--- config.mk ---
export PLATFORM = sky130hd
export DESIGN_NAME = cam_entry_mgr
export DESIGN_NICKNAME = d
export VERILOG_FILES = /design/src/rtl/cam_entry_mgr_pkg.sv /design/src/rtl/cam_entry_mgr_priority_encoder.sv /design/src/rtl/cam_entry_mgr.sv
export SDC_FILE = /design/constraint.sdc
export NUM_CORES = 1
export LEC_CHECK = 0
export ABC_CLOCK_PERIOD_IN_PS = 5100
export BUFFER_PORTS_ARGS = -buffer_cell sky130_fd_sc_hd__buf_4
export CORE_ASPECT_RATIO = 2
export CORE_MARGIN = 4
export CORE_UTILIZATION = 55
export CTS_BUF_LIST = sky130_fd_sc_hd__clkbuf_4
export CTS_CLUSTER_SIZE = 16
export DETAILED_ROUTE_END_ITERATION = 8
export PLACE_DENSITY = 0.83
export SYNTH_ARGS = -nofsm -noshare
export SYNTH_HDL_FRONTEND = slang
export SYNTH_HIERARCHICAL = 1
export SYNTH_SLANG_ARGS = --single-unit
export TNS_END_PERCENT = 5
--- constraint.sdc ---
create_clock -name clk -period 5.1 [get_ports clk]
set_input_delay 0.765 -clock clk [delete_from_list [all_inputs] [get_ports clk]]
set_output_delay 0.765 -clock clk [all_outputs]
set_load 0.01 [all_outputs]
--- src/rtl/cam_entry_mgr_pkg.sv ---
// Shared encodings for the CAM entry manager: request ops, response status codes and FSM states.
package cam_entry_mgr_pkg;

  localparam logic OP_INSERT = 1'b0;
  localparam logic OP_REMOVE = 1'b1;

  localparam logic [1:0] ST_OK        = 2'b00;
  localparam logic [1:0] ST_DUP       = 2'b01;
  localparam logic [1:0] ST_FULL      = 2'b10;
  localparam logic [1:0] ST_NOT_FOUND = 2'b11;

  typedef enum logic [2:0] {
    StIdle   = 3'd0,
    StLookup = 3'd1,
    StIssue  = 3'd2,
    StWait   = 3'd3,
    StResp   = 3'd4
  } state_e;

endpackage

--- src/rtl/cam_entry_mgr_priority_encoder.sv ---
// Priority encoder: returns the index of the highest-priority set bit and whether any bit is set.
module cam_entry_mgr_priority_encoder #(
  parameter int unsigned WIDTH        = 4,
  parameter string       LSB_PRIORITY = "HIGH",
  localparam int unsigned IdxW        = (WIDTH > 1) ? $clog2(WIDTH) : 1
) (
  input  logic [WIDTH-1:0] unencoded_i,
  output logic             valid_o,
  output logic [IdxW-1:0]  encoded_o
);

  always_comb begin
    valid_o   = |unencoded_i;
    encoded_o = '0;
    if (LSB_PRIORITY == "HIGH") begin
      // Scan downwards so the lowest set index is written last and wins.
      for (int i = int'(WIDTH) - 1; i >= 0; i--) begin
        if (unencoded_i[i]) encoded_o = IdxW'(i);
      end
    end else begin
      for (int i = 0; i < int'(WIDTH); i++) begin
        if (unencoded_i[i]) encoded_o = IdxW'(i);
      end
    end
  end

endmodule

--- src/rtl/cam_entry_mgr.sv ---
// Request-side CAM controller: key-level insert/remove, slot allocation and occupancy tracking.
// Optional flush support is enabled by defining CAM_ENTRY_MGR_FLUSH_EN.
module cam_entry_mgr
  import cam_entry_mgr_pkg::*;
#(
  parameter int unsigned DATA_WIDTH = 16,
  parameter int unsigned ADDR_WIDTH = 5
) (
  input  logic                  clk,
  input  logic                  rst,
`ifdef CAM_ENTRY_MGR_FLUSH_EN
  input  logic                  flush,
  output logic                  cam_rst_clr,
`endif
  input  logic                  req_valid,
  output logic                  req_ready,
  input  logic                  req_op,
  input  logic [DATA_WIDTH-1:0] req_key,
  output logic                  rsp_valid,
  input  logic                  rsp_ready,
  output logic [1:0]            rsp_status,
  output logic [ADDR_WIDTH-1:0] rsp_addr,
  output logic [ADDR_WIDTH-1:0] cam_write_addr,
  output logic [DATA_WIDTH-1:0] cam_write_data,
  output logic                  cam_write_enable,
  output logic                  cam_write_delete,
  input  logic                  cam_write_busy,
  output logic [DATA_WIDTH-1:0] cam_compare_data,
  input  logic                  cam_match,
  input  logic [ADDR_WIDTH-1:0] cam_match_addr,
  output logic [ADDR_WIDTH:0]   entry_count,
  output logic                  full,
  output logic                  empty
);

  localparam int unsigned RamDepth = 2 ** ADDR_WIDTH;
  localparam int unsigned CntW     = ADDR_WIDTH + 1;

  state_e                state_q, state_d;
  logic [DATA_WIDTH-1:0] key_q, key_d;
  logic                  op_q, op_d;
  logic [ADDR_WIDTH-1:0] addr_q, addr_d;
  logic [1:0]            status_q, status_d;
  logic [RamDepth-1:0]   bitmap_q, bitmap_d;
  logic [CntW-1:0]       count_q, count_d;
  logic                  wait_first_q, wait_first_d;

  logic                  free_vld;
  logic [ADDR_WIDTH-1:0] free_idx;
  logic                  flush_block;
  logic                  req_fire;
  logic                  issue_go;

  cam_entry_mgr_priority_encoder #(
    .WIDTH        (RamDepth),
    .LSB_PRIORITY ("HIGH")
  ) u_free_slot (
    .unencoded_i (~bitmap_q),
    .valid_o     (free_vld),
    .encoded_o   (free_idx)
  );

`ifdef CAM_ENTRY_MGR_FLUSH_EN
  logic flush_hold_q, flush_hold_d;
  logic flush_first_q, flush_first_d;
  logic rst_clr_q, rst_clr_d;
  logic flush_take;

  assign flush_take  = (state_q == StIdle) && flush && !flush_hold_q;
  assign flush_block = flush || flush_hold_q;
  assign cam_rst_clr = rst_clr_q;

  // The CAM raises busy a cycle after rst_clr, so the first hold cycle ignores busy.
  always_comb begin
    flush_hold_d  = flush_hold_q;
    flush_first_d = 1'b0;
    rst_clr_d     = 1'b0;
    if (flush_take) begin
      flush_hold_d  = 1'b1;
      flush_first_d = 1'b1;
      rst_clr_d     = 1'b1;
    end else if (flush_hold_q && !flush_first_q && !cam_write_busy) begin
      flush_hold_d = 1'b0;
    end
  end

  always_ff @(posedge clk) begin
    if (rst) begin
      flush_hold_q  <= 1'b0;
      flush_first_q <= 1'b0;
      rst_clr_q     <= 1'b0;
    end else begin
      flush_hold_q  <= flush_hold_d;
      flush_first_q <= flush_first_d;
      rst_clr_q     <= rst_clr_d;
    end
  end
`else
  assign flush_block = 1'b0;
`endif

  assign req_ready        = !rst && (state_q == StIdle) && !cam_write_busy && !flush_block;
  assign req_fire         = req_valid && req_ready;
  assign issue_go         = !rst && (state_q == StIssue) && !cam_write_busy;
  assign cam_write_enable = issue_go && (op_q == OP_INSERT);
  assign cam_write_delete = issue_go && (op_q == OP_REMOVE);
  assign cam_write_addr   = addr_q;
  assign cam_write_data   = key_q;
  assign cam_compare_data = key_q;
  assign rsp_valid        = (state_q == StResp);
  assign rsp_status       = status_q;
  assign rsp_addr         = addr_q;
  assign entry_count      = count_q;
  assign full             = (count_q == CntW'(RamDepth));
  assign empty            = (count_q == '0);

  always_comb begin
    state_d      = state_q;
    key_d        = key_q;
    op_d         = op_q;
    addr_d       = addr_q;
    status_d     = status_q;
    bitmap_d     = bitmap_q;
    count_d      = count_q;
    wait_first_d = 1'b0;
    unique case (state_q)
      StIdle: begin
`ifdef CAM_ENTRY_MGR_FLUSH_EN
        if (flush_take) begin
          bitmap_d = '0;
          count_d  = '0;
        end
`endif
        if (req_fire) begin
          key_d   = req_key;
          op_d    = req_op;
          state_d = StLookup;
        end
      end
      StLookup: begin
        if (op_q == OP_INSERT) begin
          if (cam_match) begin
            status_d = ST_DUP;
            addr_d   = cam_match_addr;
            state_d  = StResp;
          end else if (!free_vld) begin
            status_d = ST_FULL;
            addr_d   = '0;
            state_d  = StResp;
          end else begin
            addr_d  = free_idx;
            state_d = StIssue;
          end
        end else if (cam_match) begin
          addr_d  = cam_match_addr;
          state_d = StIssue;
        end else begin
          status_d = ST_NOT_FOUND;
          addr_d   = '0;
          state_d  = StResp;
        end
      end
      StIssue: begin
        if (!cam_write_busy) begin
          bitmap_d[addr_q] = (op_q == OP_INSERT);
          count_d          = (op_q == OP_INSERT) ? count_q + CntW'(1) : count_q - CntW'(1);
          wait_first_d     = 1'b1;
          state_d          = StWait;
        end
      end
      StWait: begin
        // Busy lags the strobe by a cycle, so the first wait cycle cannot trust it.
        if (!wait_first_q && !cam_write_busy) begin
          status_d = ST_OK;
          state_d  = StResp;
        end
      end
      StResp: begin
        if (rsp_ready) state_d = StIdle;
      end
      default: state_d = StIdle;
    endcase
  end

  always_ff @(posedge clk) begin
    if (rst) begin
      state_q      <= StIdle;
      key_q        <= '0;
      op_q         <= OP_INSERT;
      addr_q       <= '0;
      status_q     <= ST_OK;
      bitmap_q     <= '0;
      count_q      <= '0;
      wait_first_q <= 1'b0;
    end else begin
      state_q      <= state_d;
      key_q        <= key_d;
      op_q         <= op_d;
      addr_q       <= addr_d;
      status_q     <= status_d;
      bitmap_q     <= bitmap_d;
      count_q      <= count_d;
      wait_first_q <= wait_first_d;
    end
  end

endmodule

==> qor.txt <==
mapped cell area -> 3580 µm²
crit path time final -> 2.82 ns
cts hold-fix bufs -> 0
initial antenna violation count -> 1
Setup TNS Final -> 0 ns
largest net degree at the start of global routing -> 70
clk buf depth -> 2
Synthesis Warnings -> 6
Setup violations, final -> 0
Post-Synthesis Mean Instance Area -> 8.38 µm²
cell-by-cell listing of the critical path -> buf_4, inv_1, nor3_1, buf_4
post-synth top area cell -> dfxtp_1
sequential fraction of the synthesis area -> 0.369
HPWL Detailed -> 6610 µm
Inst Count DP -> 546
Starting Density -> 0.567
LEAKAGE -> 1.63 nW
Peak supply drop -> 0.196 mV
final antenna-violating net count -> 0
max_cap viols -> 0
WP buf/inv -> 3
CTS root buf -> clkbuf_4
final wirelength -> 9210 µm
core box area -> 6310 µm²
Syn Nets -> 460
final worst slack -> 2.28 ns
die height -> 122 µm
slowest cell on the critical path -> dfxtp_1
Synth async-reset ratio -> 0
Resize count post-CTS -> 0
top-count cell post-synth -> dfxtp_1
Fmax achieved -> 354 MHz
Remaining Overflow, GRT -> 0
CP startpoint kind -> register
htree depth -> 3
number of vias per cell -> 5.85
placed cell areas -> 4000 µm²
post-synth top area share -> 0.369
sw frac -> 0.283
# rows -> 41
pre-CTS setup slack -> 2.12 ns
share of cells above drive strength 1 -> 0.246
power share of the clock group -> 0.323
pwr/cell area -> 225 nW/µm²
critical path data required time -> 4.34 ns
Comb power frac -> 0.102
Initial DRC Count -> 137
internal power -> 0.666 mW
crit end category -> primary output
Crit Path Max Fanout -> 37
DRC -> 0
fin area -> 4120 µm²
Non-Filler Instances -> 563
top post-synthesis cells by area -> dfxtp_1 (37%), a311oi_1 (7.1%), a21oi_1 (6.4%)
Synth Register Bits -> 66
CTS Buf Count -> 9
CTS tree -> yes
slew margin rel. -> 0.207
Ports -> 84
final core utilization -> 0.653
fin. max-slew vios -> 0
period utilisation layout -> 0.554
Reg clk slew, reported paths -> 0.12 ns
drt first pass iters -> 5
unrepaired setup endpoints after global routing -> no
wire length of the first global-routing pass -> 14800 µm
Tightest Hold Check Type -> register to register
Crit Path Class -> register to primary output
Final Hold Viols -> 0
Top FF cell, synth -> dfxtp_1
Crit path largest cell delay -> 0.56 ns
sequential group share of total power -> 0.575
worst slew pin tran -> 1.19 ns
Syn Inst Count -> 427
routed length per instance -> 16.4 µm
die area -> 7940 µm²
Net Sw Power -> 0.263 mW
Clock Sinks -> 66
clock skew -> 0.0148 ns
most frequent cells after synthesis -> dfxtp_1 (66), a21oi_1 (46), inv_1 (43)
via count -> 3295
total track usage -> 0.239
count of cell types in the netlist -> 55
postcts setup bufs -> 0
Port Buffers -> 83
final net count -> 504
clk_lat worst skew -> 0.44 ns
Worst EP arrival -> 2.06 ns
routability cong. -> 0.863
number of global-route vias before repair -> 3268
Top delay family on crit path -> buffers and inverters
Post-synth EDFFs -> 0
Worst path most repeated cell -> buf_4
area grow syn2layout -> 15.1%
Die Width -> 65.0 µm
outcome -> complete, no violations
[final cells by class]
class / instances / area [µm²]
fill: 557 / 2190
multi-input combinational: 267 / 1780
sequential: 66 / 1320
timing repair buffer: 84 / 631
inverter: 43 / 161
tap: 86 / 108
clock buffer: 9 / 67.6
clock inverter: 7 / 46.3
antenna: 1 / 2.50
[state kept, by name, summed over array words and instances, names as in the netlist]
name,cells
op_q,1
cam_compare_data,16
cam_write_addr,5
bitmap_q,32
state_q,3
rsp_status,2
wait_first_q,1
entry_count,6
[worst register-to-register path, cell delays in order, from the launching register on]
cell	delay, ns
dfxtp_1	0.35
inv_1	0.07
nor4_1	0.34
nand3_1	0.23
nor3_2	0.27
nand4_1	0.16
or3b_2	0.26
a21oi_1	0.12
or4_1	0.42
a21oi_1	0.15
[metal layers]
metal  vias to the layer above  global-route usage  part of all wire
met2                       124               0.421              0.55
met5                         -                   0                 0
met4                         0               0.152             0.043
met1                      1529               0.249              0.35
li1                       1604                   -                 -
met3                        38              0.0572             0.055
[power by group through the flow]
| stage | clock network [mW] | registers, mW | logic, mW |
|---|---|---|---|
| floorplan | 0 | 0.544 | 0.0586 |
| CTS | 0.305 | 0.534 | 0.0949 |
| detailed placement | 0 | 0.546 | 0.0943 |
| global route | 0.326 | 0.536 | 0.103 |
| global placement | 0 | 0.545 | 0.0920 |
| finish | 0.300 | 0.534 | 0.0947 |
[path summary, 6_finish.rpt]
kind | startpoint | slack (ns) | cells after the start | end
setup / recovery | op_q$_SDFFE_PP0P_ | 2.28 | 4 | cam_write_delete
hold / removal | rsp_status[0]$_SDFFE_PP0P_ | 0.50 | 2 | rsp_status[0]$_SDFFE_PP0P_
setup reg to reg | bitmap_q[27]$_SDFFE_PP0P_ | 2.66 | 9 | rsp_status[0]$_SDFFE_PP0P_
hold reg to reg | rsp_status[0]$_SDFFE_PP0P_ | 0.50 | 2 | rsp_status[0]$_SDFFE_PP0P_
[cell families after synthesis]
kind of cell	count (synthesis)	share of synthesized area
DFF	66	0.369
xor gates and xnor gates	1	0.00245
buffers and inverters	94	0.133
AOI/OAI and AO/OA	116	0.223
adders and majority gates	5	0.0196
and+or+nand+nor	127	0.203
muxes	18	0.0507
[cell usage in the layout (no fill, tap or decap), types with 4 or more instances in the layout]
cell      instances
a31oi_1           6
or3b_2            4
buf_4            84
mux2i_1          17
dfxtp_1          66
inv_1            43
nand2b_1          4
nor3_1           10
nand3_1           7
nor3b_1           8
nand2_1          21
nor2_1           38
a21oi_1          46
o21ai_0           7
a311oi_1         29
or4_1             4
nor4_1            8
o31ai_1           4
clkbuf_4          9
ha_1              4
[stage by stage]
stage	hold WS, ns	power (mW)
2_1_floorplan	0.492	0.602
3_3_place_gp	0.466	0.637
3_5_place_dp	0.479	0.640
4_1_cts	0.497	0.934
5_1_grt	0.507	0.965
6_report	0.497	0.929
(Power assumes the default switching activity.)
